`src/rtl/inst_fetch_bridge.sv`:
```
// Instruction fetch bridge: a one-entry fetch buffer between the core's ROM port
// and an ack-based external instruction memory, with timeout and misalignment handling.
module inst_fetch_bridge #(
  parameter int unsigned TIMEOUT  = 16,
  parameter logic [31:0] NOP_WORD = 32'h00000000
) (
  input  logic        clk,
  input  logic        rst,
  input  logic        rom_ce_i,
  input  logic [31:0] rom_addr_i,
  output logic [31:0] rom_data_o,
  output logic        stallreq_o,
  output logic        mem_req_o,
  output logic [31:0] mem_addr_o,
  input  logic        mem_ack_i,
  input  logic [31:0] mem_rdata_i,
  output logic        fetch_err_o
);

  localparam int unsigned   CW       = $clog2(TIMEOUT) + 1;
  localparam logic [CW-1:0] CNT_LAST = CW'(TIMEOUT - 1);

  typedef enum logic {IDLE = 1'b0, REQ = 1'b1} state_e;

  state_e        state_q, state_d;
  logic          mem_req_q, mem_req_d;
  logic [31:0]   mem_addr_q, mem_addr_d;
  logic [CW-1:0] cnt_q, cnt_d;
  logic          buf_valid_q, buf_valid_d;
  logic [31:0]   buf_addr_q, buf_addr_d;
  logic [31:0]   buf_data_q, buf_data_d;
  logic          err_q, err_d;
  logic          hit_s;

  assign hit_s       = rom_ce_i & buf_valid_q & (buf_addr_q == rom_addr_i);
  assign rom_data_o  = hit_s ? buf_data_q : NOP_WORD;
  assign stallreq_o  = rom_ce_i & ~hit_s;
  assign mem_req_o   = mem_req_q;
  assign mem_addr_o  = mem_addr_q;
  assign fetch_err_o = err_q;

  always_ff @(posedge clk or posedge rst) begin
    if (rst) begin
      state_q     <= IDLE;
      mem_req_q   <= 1'b0;
      mem_addr_q  <= 32'h00000000;
      cnt_q       <= '0;
      buf_valid_q <= 1'b0;
      buf_addr_q  <= 32'h00000000;
      buf_data_q  <= 32'h00000000;
      err_q       <= 1'b0;
    end else begin
      state_q     <= state_d;
      mem_req_q   <= mem_req_d;
      mem_addr_q  <= mem_addr_d;
      cnt_q       <= cnt_d;
      buf_valid_q <= buf_valid_d;
      buf_addr_q  <= buf_addr_d;
      buf_data_q  <= buf_data_d;
      err_q       <= err_d;
    end
  end

  always_comb begin
    state_d     = state_q;
    mem_req_d   = mem_req_q;
    mem_addr_d  = mem_addr_q;
    cnt_d       = cnt_q;
    buf_valid_d = buf_valid_q;
    buf_addr_d  = buf_addr_q;
    buf_data_d  = buf_data_q;
    err_d       = 1'b0;
    case (state_q)
      IDLE: begin
        // mem_ack_i is deliberately not looked at here
        if (rom_ce_i && !hit_s) begin
          if (rom_addr_i[1:0] == 2'b00) begin
            state_d    = REQ;
            mem_req_d  = 1'b1;
            mem_addr_d = rom_addr_i;
            cnt_d      = '0;
          end else begin
            buf_valid_d = 1'b1;
            buf_addr_d  = rom_addr_i;
            buf_data_d  = NOP_WORD;
            err_d       = 1'b1;
          end
        end
      end
      REQ: begin
        // Ack wins over a timeout landing in the same cycle
        if (mem_ack_i) begin
          buf_valid_d = 1'b1;
          buf_addr_d  = mem_addr_q;
          buf_data_d  = mem_rdata_i;
          mem_req_d   = 1'b0;
          state_d     = IDLE;
        end else if (cnt_q == CNT_LAST) begin
          buf_valid_d = 1'b1;
          buf_addr_d  = mem_addr_q;
          buf_data_d  = NOP_WORD;
          mem_req_d   = 1'b0;
          err_d       = 1'b1;
          state_d     = IDLE;
        end else begin
          cnt_d = cnt_q + CW'(1);
        end
      end
      default: begin
        state_d   = IDLE;
        mem_req_d = 1'b0;
      end
    endcase
  end

endmodule

```
`config.mk`:
```
export PLATFORM = sky130hd
export DESIGN_NAME = inst_fetch_bridge
export DESIGN_NICKNAME = d
export VERILOG_FILES = /design/src/rtl/inst_fetch_bridge.sv
export SDC_FILE = /design/constraint.sdc
export NUM_CORES = 1
export LEC_CHECK = 0
export BUFFER_PORTS_ARGS = -buffer_cell sky130_fd_sc_hd__buf_2
export CORE_MARGIN = 2
export CORE_UTILIZATION = 25
export CTS_CLUSTER_DIAMETER = 80
export DETAILED_ROUTE_END_ITERATION = 10
export PLACE_DENSITY = 0.47
export SKIP_CTS_REPAIR_TIMING = 1
export SKIP_LAST_GASP = 1
export SLEW_MARGIN = 20
export SYNTH_ARGS = -nofsm -noshare
export SYNTH_HDL_FRONTEND = slang
export SYNTH_SLANG_ARGS = --single-unit
```
`constraint.sdc`:
```
create_clock -name clk -period 3 [get_ports clk]
set_clock_uncertainty 0.15 [all_clocks]
set_input_delay 0.15 -clock clk [delete_from_list [all_inputs] [get_ports clk]]
set_output_delay 0.15 -clock clk [all_outputs]
set_load 0.03 [all_outputs]
```
==> impl_metrics.json, run 1 <==
{
  "syn_inst": 493,
  "insertion_delay_ns": 0.35,
  "seq_area_um2": 2630,
  "setup_viol": 0,
  "reg2reg_slack_ns": 0.39,
  "synth-main-ff-cell": "dfrtp_1",
  "multi_input_area_um2": 2350,
  "comb_power_share_pct": 27.6,
  "cts_sinks": 105,
  "ir_drop_mv": 0.249,
  "rsz0062_at_grt": "false",
  "synth_area_leaders": "dfrtp_1 (50%), mux2_2 (6.4%), a221oi_1 (5.3%)",
  "power_frac_seq_pct": 45.8,
  "yosysWarnings": 0,
  "drive_gt1_share_pct": 29.4,
  "antenna_found_initial": 0,
  "row_count": 53,
  "max-clock-path-buffers": 2,
  "swShare_pct": 33.8,
  "place_congestion": 0.845,
  "dpl.hpwl_mm": 10.3,
  "cp-end-kind": "output pin",
  "grt_first_pass_wirelength_mm": 23.5,
  "synth-edff-count": 0,
  "coreArea_um2": 20900,
  "cp_slowest_cell": "dfrtp_1",
  "arrival_ns": 2.52,
  "grt_pass1_vias": 4297,
  "die_w_um": 149,
  "n_antenna_cell": 0,
  "grt_start_max_net_pins": 74,
  "cp.buffers_inverters": 3,
  "path_clk_slew_ns": 0.07,
  "critPathMaxFanout": 37,
  "fin_crit_ns": 2.82,
  "path_class": "flip-flop to output pin",
  "slew_headroom_pct": 51.3,
  "drt_pass1_iterations": 4,
  "drtIter0Drc": 128,
  "detail_route.vias_per_cell": 4.69,
  "max_freq_mhz": 355,
  "ios": 135,
  "fin_crit_sh_pct": 93.9,
  "num-nets-final": 753,
  "crit_chain": "xor2_1, nor4_1, buf_4, nand4_1, nand4bb_1, buf_6, and2_1, buf_2",
  "status": "completed",
  "timing.max_cap.violations": 0,
  "worst_slew_pin_slew_ns": 0.728,
  "leakage_nw": 3.41,
  "post_drt_wl_per_cell_um": 15.8,
  "critPathRequiredTime_ns": 2.70,
  "postRouteAntennaNets": 0,
  "io_buffer_count": 134,
  "fp.dieArea_um2": 22300,
  "num_vias": 4509,
  "synthToLayoutAreaGrowth_pct": 36.3,
  "synth_seq_cells": 105,
  "layout_setup_ws_ns": 0.182,
  "synth_area_per_cell_um2": 10.7,
  "fp.dieH_um": 149,
  "power_density_nw_per_um2": 569,
  "critPathLaunchType": "flip-flop",
  "internal_power_mw": 2.71,
  "syn_nets": 563,
  "stdcell_count": 962,
  "synth_top_area_share_pct": 49.7,
  "power_frac_clock_pct": 26.6,
  "ys_types": 42,
  "drt-total-wl_mm": 15.2,
  "dpl.cell_count": 882,
  "cts_tree": "yes",
  "postSynth.asyncResetShare_pct": 100,
  "drc_errors": 0,
  "hold_viol_final": 0,
  "cts_root_buf": "clkbuf_16",
  "cts_buffers": 9,
  "critical_path.top_delay_family": "simple AND/OR/NAND/NOR gates",
  "final_util_pct": 34.5,
  "p_sw_mw": 1.39,
  "min_path_type": "primary input to flip-flop",
  "grtUsageTotal_pct": 13.5,
  "synth_largest_area_cell": "dfrtp_1",
  "fillers": 2151,
  "gr-total-overflow": 0,
  "netlist_area_um2": 5290,
  "h-tree-depth": 3,
  "place_ws_ns": 0.348,
  "slew_violations": 0,
  "ys_seq_area_share_pct": 49.7,
  "max_stage_delay_ns": 0.39,
  "initial_core_util_pct": 25.3
}
[layout make-up]
type                    instances  share of cell area, %
clock buffers                  11                   3.23
clock inverters                 4                  0.434
inverters                      35                   1.87
multi-input cells             318                   32.6
flip-flops and latches        105                   36.5
well taps                     275                   4.77
repair buffers                214                   20.6
[kinds of logic after synthesis]
group | Yosys count | share of synthesized area [%]
AOI/OAI and AO/OA | 108 | 16.6
and+or+nand+nor | 147 | 15.7
DFF | 105 | 49.7
buffers and inverters | 70 | 6.03
adders and majority gates | 2 | 0.473
xor gates and xnor gates | 30 | 4.97
muxes | 31 | 6.57
[sequential cells by signal, summed over array words and instances, names as in the netlist]
register     count
buf_addr_q      32
buf_data_q      32
mem_addr_o      32
cnt_q            5
buf_valid_q      1
fetch_err_o      1
mem_req_o        1
state_q          1
[path summary, 6_finish.rpt]
check                                from  cells after the start        endpoint
setup / recovery           buf_addr_q[22]                      8      stallreq_o
setup reg to reg           buf_addr_q[22]                      8  mem_addr_o[29]
hold reg to reg               buf_valid_q                      1     buf_valid_q
min in group asynchronous             rst                      3  buf_data_q[17]
max in group asynchronous             rst                      4         state_q
hold / removal                  mem_ack_i                      3     fetch_err_o
[power groups by stage]
stage	Clock [mW]	Combinational (mW)	Sequential [mW]
floorplan	0	0.551	2.05
global placement	0	1.06	1.89
detailed placement	0	1.08	1.91
CTS	1.14	1.08	1.88
global route	1.18	1.25	1.92
finish	1.09	1.13	1.88
[per-layer routing]
layer | vias up | part of all wire, % | routed length (um) | track usage (%)
met5 | - | 0 | 0 | 0
met4 | 0 | 1.2 | 180 | 3.19
met3 | 12 | 6.1 | 930 | 3.99
met2 | 136 | 47 | 7150 | 22.2
met1 | 2234 | 46 | 6950 | 17.4
li1 | 2127 | - | - | -
[through the flow]
| stage | instance area (um^2) | TNS, ns | hold slack, ns | total power [mW] |
|---|---|---|---|---|
| final | 7210 | 0 | 0.0394 | 4.10 |
| after global routing | 7210 | 0 | 0.0752 | 4.35 |
| after global placement | 6290 | 0 | 0.156 | 2.95 |
| after CTS | 6550 | -0.583 | -0.221 | 4.10 |
| after detailed placement | 6290 | 0 | 0.157 | 2.98 |
| after floorplan | 5300 | 0 | 0.140 | 2.60 |
[cell usage in the layout (no fill, tap or decap), types with 5 or more instances in the layout]
| cell | count |
|---|---|
| xnor2_1 | 5 |
| buf_2 | 134 |
| a211oi_1 | 32 |
| a21oi_1 | 5 |
| nor2b_1 | 35 |
| nand2_1 | 8 |
| nor4_1 | 7 |
| xor2_1 | 25 |
| a22o_1 | 32 |
| dlygate4sd3_1 | 63 |
| inv_1 | 33 |
| nor2_1 | 36 |
| buf_4 | 10 |
| dfrtp_1 | 104 |
| a221oi_1 | 32 |
| mux2_2 | 30 |
| and2_1 | 40 |
| clkbuf_16 | 9 |
[worst register-to-register path, delay by kind of cell (launching register included)]
kind	cells	cell delay, ns
mux	1	0.36
buf+inv	2	0.41
simple gates	4	1.03
flops	1	0.39
xor+xnor	1	0.15
[synthesized netlist by cell type, drive strengths merged (2+ instances only)]
cell,n
dfrtp,105
and2,40
nor2,36
inv,35
nor2b,35
a211oi,32
a221oi,32
a22o,32
mux2,30
xor2,25
clkbuf,19
buf,16
nand2,9
nor4,9
a21oi,5
xnor2,5
nor3,4
nand3,3
and3,2
ha,2
nand4,2
No activity file was read; power rests on OpenSTA's default activity.
==> inputs of run 2 (changes only) <==
- CORE_UTILIZATION: 25 -> 48
- PLACE_DENSITY: 0.47 -> 0.78
==> run 2 against run 1 <==
Against the previous run:
- non-clock buffer count shrank 4
- final area shrank 2.6%
- largest power group unchanged
- clock power is essentially flat
- combinational power is essentially flat
- cell count shrank 14%
- utilization grew 31 points
- count of clock-buffer cells in the layout shrank 1
- highest routed layer unchanged
- first-iteration DRC count grew to 2.6 times the previous value
- setup slack lost 0.060 ns
- hold slack gained 0.0047 ns
- via count grew 0.11%
- critical path type is now primary input to output pin
- wire length shrank 8.8%
==> impl_metrics.json, run 2 (synthesis results as in run 1) <==
{
  "grt_first_pass_wirelength_mm": 20.3,
  "drt-total-wl_mm": 13.9,
  "insertion_delay_ns": 0.38,
  "critPathMaxFanout": 32,
  "num-nets-final": 749,
  "post_drt_wl_per_cell_um": 16.8,
  "setup_viol": 0,
  "cts_buffers": 9,
  "gr-total-overflow": 0,
  "path_class": "primary input to output pin",
  "coreArea_um2": 10800,
  "n_antenna_cell": 0,
  "leakage_nw": 3.40,
  "r2r_cells": 8,
  "hold_viol_final": 0,
  "dpl.hpwl_mm": 8.94,
  "r2r_end": "buf_addr_q[30]",
  "max_freq_mhz": 347,
  "reg2reg_slack_ns": 0.43,
  "initial_core_util_pct": 49.0,
  "grt_pass1_vias": 4185,
  "worstHoldStart": "mem_ack_i",
  "cts_sinks": 105,
  "power_density_nw_per_um2": 586,
  "drt_pass1_iterations": 4,
  "critPathRequiredTime_ns": 2.70,
  "fp.dieH_um": 109,
  "detail_route.vias_per_cell": 5.48,
  "max_stage_delay_ns": 0.53,
  "critPathLaunchType": "primary input",
  "postRouteAntennaNets": 0,
  "ir_drop_mv": 0.356,
  "mostFrequentLayoutCells": "buf_2 (134), dfrtp_1 (104), dlygate4sd3_1 (63)",
  "worstReg2RegStart": "cnt_q[0]",
  "cp_slowest_cell": "dlygate4sd3_1",
  "worst_slew_pin_slew_ns": 0.844,
  "holdPathStages": 3,
  "row_count": 38,
  "crit_chain": "dlygate4sd3_1, buf_2, xor2_1, nor4_2, nand4_1, nor4_4, buf_4, and2_1, buf_2",
  "h-tree-depth": 3,
  "drtIter0Drc": 336,
  "min_path_type": "primary input to flip-flop",
  "slew_headroom_pct": 43.0,
  "critical_path.top_delay_family": "buffers and inverters",
  "cp-end-kind": "output pin",
  "antenna_found_initial": 0,
  "holdPathEnd": "fetch_err_o",
  "status": "completed",
  "grt_start_max_net_pins": 48,
  "arrival_ns": 2.58,
  "place_congestion": 0.851,
  "cp.buffers_inverters": 4,
  "path_clk_slew_ns": 0.09,
  "final_common_cell": "buf_2",
  "drc_errors": 0,
  "ios": 135,
  "max-clock-path-buffers": 2,
  "die_w_um": 109,
  "drive_gt1_share_pct": 29.5,
  "io_buffer_count": 134,
  "fin_crit_sh_pct": 95.9,
  "final_util_pct": 65.1,
  "cpMostUsedCell": "buf_2",
  "synthToLayoutAreaGrowth_pct": 32.7,
  "grtUsageTotal_pct": 21.9,
  "timing.max_cap.violations": 0,
  "hold_ws_ns": 0.0441,
  "cts_root_buf": "clkbuf_8",
  "fp.dieArea_um2": 11900,
  "num_vias": 4514,
  "fin_crit_ns": 2.88,
  "cts_tree": "yes",
  "slew_violations": 0
}
[run 2: cell type report]
| type | instances | area (um^2) |
|---|---|---|
| inverters | 35 | 135 |
| clock buffers | 10 | 128 |
| flip-flops and latches | 105 | 2630 |
| multi-input cells | 318 | 2360 |
| repair buffers | 210 | 1460 |
| clock inverters | 6 | 130 |
| fillers | 819 | 3770 |
| well taps | 140 | 175 |
[run 2: worst max-delay path by stage]
stage	endpoint	cells after the start	slack (ns)	start
after floorplan	buf_addr_q[0]	9	0.65	cnt_q[0]
after global placement	buf_addr_q[30]	7	0.39	buf_addr_q[3]
after detailed placement	buf_addr_q[30]	7	0.41	buf_addr_q[3]
after CTS	stallreq_o	7	0.02	buf_addr_q[3]
after global routing	rom_data_o[2]	7	-0.02	buf_addr_q[22]
final	rom_data_o[2]	9	0.12	rom_addr_i[3]
[run 2: per-layer routing]
metal	share of wire [%]	track usage (%)	up-vias	wire length (um)
met5	0	0	-	0
met4	1.3	8.06	0	182
met3	6.3	3.17	12	880
met2	49	36.9	162	6760
met1	44	28.6	2206	6050
li1	-	-	2134	-
[run 2: metrics by stage]
stage	power, mW	instances	setup TNS, ns	setup WS (ns)	instance area, um^2
finish	4.12	824	0	0.122	7020
global route	4.33	824	-0.0199	-0.0168	7020
CTS	4.06	761	0	0.0202	6370
detailed placement	2.95	745	0	0.410	6120
global placement	2.90	745	0	0.389	6120
floorplan	2.60	493	0	0.650	5300
[run 2: worst register-to-register path: cells and delay by family, from the launching register on]
| family | cells | cell delay, ns |
|---|---|---|
| AO/OA/AOI/OAI | 3 | 0.63 |
| flip-flops | 1 | 0.42 |
| adder cells (fa/ha/maj) | 2 | 0.43 |
| buffers and inverters | 1 | 0.24 |
| AND/OR/NAND/NOR | 2 | 0.56 |
[run 2: report_power, final]
| group | internal, mW | switching, mW | leakage, nW |
|---|---|---|---|
| Combinational | 0.486 | 0.643 | 1.97 |
| Sequential | 1.67 | 0.210 | 1.30 |
| Clock | 0.636 | 0.477 | 0.130 |
| Total | 2.79 | 1.33 | 3.40 |
==> inputs of run 3 (changes only) <==
--- a/config.mk
+++ b/config.mk
@@ -12,3 +12,3 @@
 export DETAILED_ROUTE_END_ITERATION = 10
-export PLACE_DENSITY = 0.78
+export PLACE_DENSITY = 0.76
 export SKIP_CTS_REPAIR_TIMING = 1
--- a/constraint.sdc
+++ b/constraint.sdc
@@ -4,2 +4,2 @@
 set_output_delay 0.15 -clock clk [all_outputs]
-set_load 0.03 [all_outputs]
+set_load 0.02 [all_outputs]
==> run 3 against run 2 <==
Against the previous run:
- largest power group unchanged
- fmax is 1.1% lower
- sequential power barely moved
- count of clock-buffer cells in the layout increased by 1
- combinational power is 9% lower
- first-iteration DRC count fell by 28%
==> impl_metrics.json, run 3 (synthesis results as in run 1) <==
{
  "final_common_cell": "buf_2",
  "max_stage_delay_ns": 0.53,
  "worst_slew_pin_slew_ns": 0.686,
  "critPathLaunchType": "primary input",
  "arrival_ns": 2.61,
  "gr-total-overflow": 0,
  "timing.max_cap.violations": 0,
  "detail_route.vias_per_cell": 5.46,
  "r2r_cells": 6,
  "synthToLayoutAreaGrowth_pct": 31.7,
  "cpMostUsedCell": "buf_2",
  "status": "completed",
  "antenna_found_initial": 0,
  "grt_start_max_net_pins": 74,
  "num_vias": 4506,
  "insertion_delay_ns": 0.36,
  "holdPathStages": 3,
  "grt_pass1_vias": 4114,
  "place_congestion": 0.828,
  "final_util_pct": 64.6,
  "drc_errors": 0,
  "max_freq_mhz": 344,
  "row_count": 38,
  "leakage_nw": 3.38,
  "cts_root_buf": "clkbuf_8",
  "power_density_nw_per_um2": 555,
  "cts_sinks": 105,
  "num-nets-final": 751,
  "die_w_um": 109,
  "max-clock-path-buffers": 2,
  "cp-end-kind": "output pin",
  "min_path_type": "primary input to flip-flop",
  "tns_ns": 0,
  "setup_viol": 0,
  "postRouteAntennaNets": 0,
  "path_class": "primary input to output pin",
  "critPathRequiredTime_ns": 2.70,
  "ir_drop_mv": 0.327,
  "fillers": 793,
  "dpl.hpwl_mm": 8.81,
  "fin_crit_sh_pct": 97.0,
  "drt_pass1_iterations": 4,
  "grtUsageTotal_pct": 21.7,
  "fp.dieH_um": 109,
  "hold_viol_final": 0,
  "n_antenna_cell": 0,
  "path_clk_slew_ns": 0.09,
  "slew_headroom_pct": 54.2,
  "drtIter0Drc": 243,
  "fp.dieArea_um2": 11900,
  "ios": 135,
  "h-tree-depth": 3,
  "drt-total-wl_mm": 13.6,
  "io_buffer_count": 134,
  "slew_violations": 0,
  "drive_gt1_share_pct": 29.3,
  "cts_tree": "yes",
  "mostFrequentLayoutCells": "buf_2 (134), dfrtp_1 (104), dlygate4sd3_1 (64)",
  "coreArea_um2": 10800,
  "cts_buffers": 9,
  "post_drt_wl_per_cell_um": 16.5,
  "fin_crit_ns": 2.91,
  "grt_first_pass_wirelength_mm": 19.9,
  "crit_chain": "dlygate4sd3_1, buf_2, xor2_1, nor4_1, nand4_1, nor4_4, buf_6, and2_1, buf_2",
  "cp_slowest_cell": "dlygate4sd3_1",
  "initial_core_util_pct": 49.0,
  "critPathMaxFanout": 32
}
run 3: cell types whose count changed in the layout (fill, tap and decap cells not counted), sizes merged:
| cell | previous run | this run |
|---|---|---|
| buf | 147 | 148 |
| clkinv | 2 | 3 |
| dlygate4sd3 | 63 | 64 |
| bufinv | 4 | 2 |
| clkbuf | 10 | 11 |
run 3: critical path, delay by kind of cell:
family | cells | cell delay [ns]
xor gates and xnor gates | 1 | 0.16
buffers and inverters | 4 | 1.10
and+or+nand+nor | 4 | 1.19
run 3: final timing paths:
| check | slack, ns | startpoint | to |
|---|---|---|---|
| max in group asynchronous | 1.63 | rst | state_q |
| worst max-delay path | 0.09 | rom_addr_i[31] | rom_data_o[17] |
| worst min register to register | 0.34 | mem_req_o | mem_req_o |
| min in group asynchronous | 0.27 | rst | buf_data_q[26] |
| worst min-delay path | 0.13 | rom_ce_i | fetch_err_o |
| worst max register to register | 0.42 | state_q | buf_addr_q[20] |
run 3: routing by layer:
layer,track usage (%),share of wire [%]
met4,7.60,1.9
met2,36.2,49
met1,27.8,43
met5,0,0
met3,4.54,6.2
run 3: metrics by stage:
stage / total power [mW] / hold WS, ns / area (um^2) / cells / setup WS, ns
4_1_cts: 3.82 / -0.262 / 6320 / 762 / -0.00625
3_3_place_gp: 2.82 / 0.125 / 6100 / 746 / 0.386
2_1_floorplan: 2.53 / 0.140 / 5300 / 493 / 0.650
6_report: 3.87 / 0.133 / 6970 / 826 / 0.0894
3_5_place_dp: 2.87 / 0.133 / 6100 / 746 / 0.354
5_1_grt: 4.09 / 0.125 / 6970 / 826 / -0.0141
run 3: report_power, final:
part | total [mW] | switching, mW | internal, mW
combinational | 1.03 | 0.547 | 0.480
sequential | 1.88 | 0.214 | 1.67
clock | 0.959 | 0.466 | 0.492
run 3: layout make-up:
class / instances / area [um^2] / share of cell area [%]
clock buffers: 11 / 141 / 2.03
clock inverters: 5 / 78.8 / 1.13
inverters: 35 / 135 / 1.94
multi-input cells: 318 / 2350 / 33.8
flip-flops and latches: 105 / 2630 / 37.7
well taps: 140 / 175 / 2.51
repair buffers: 212 / 1460 / 20.9
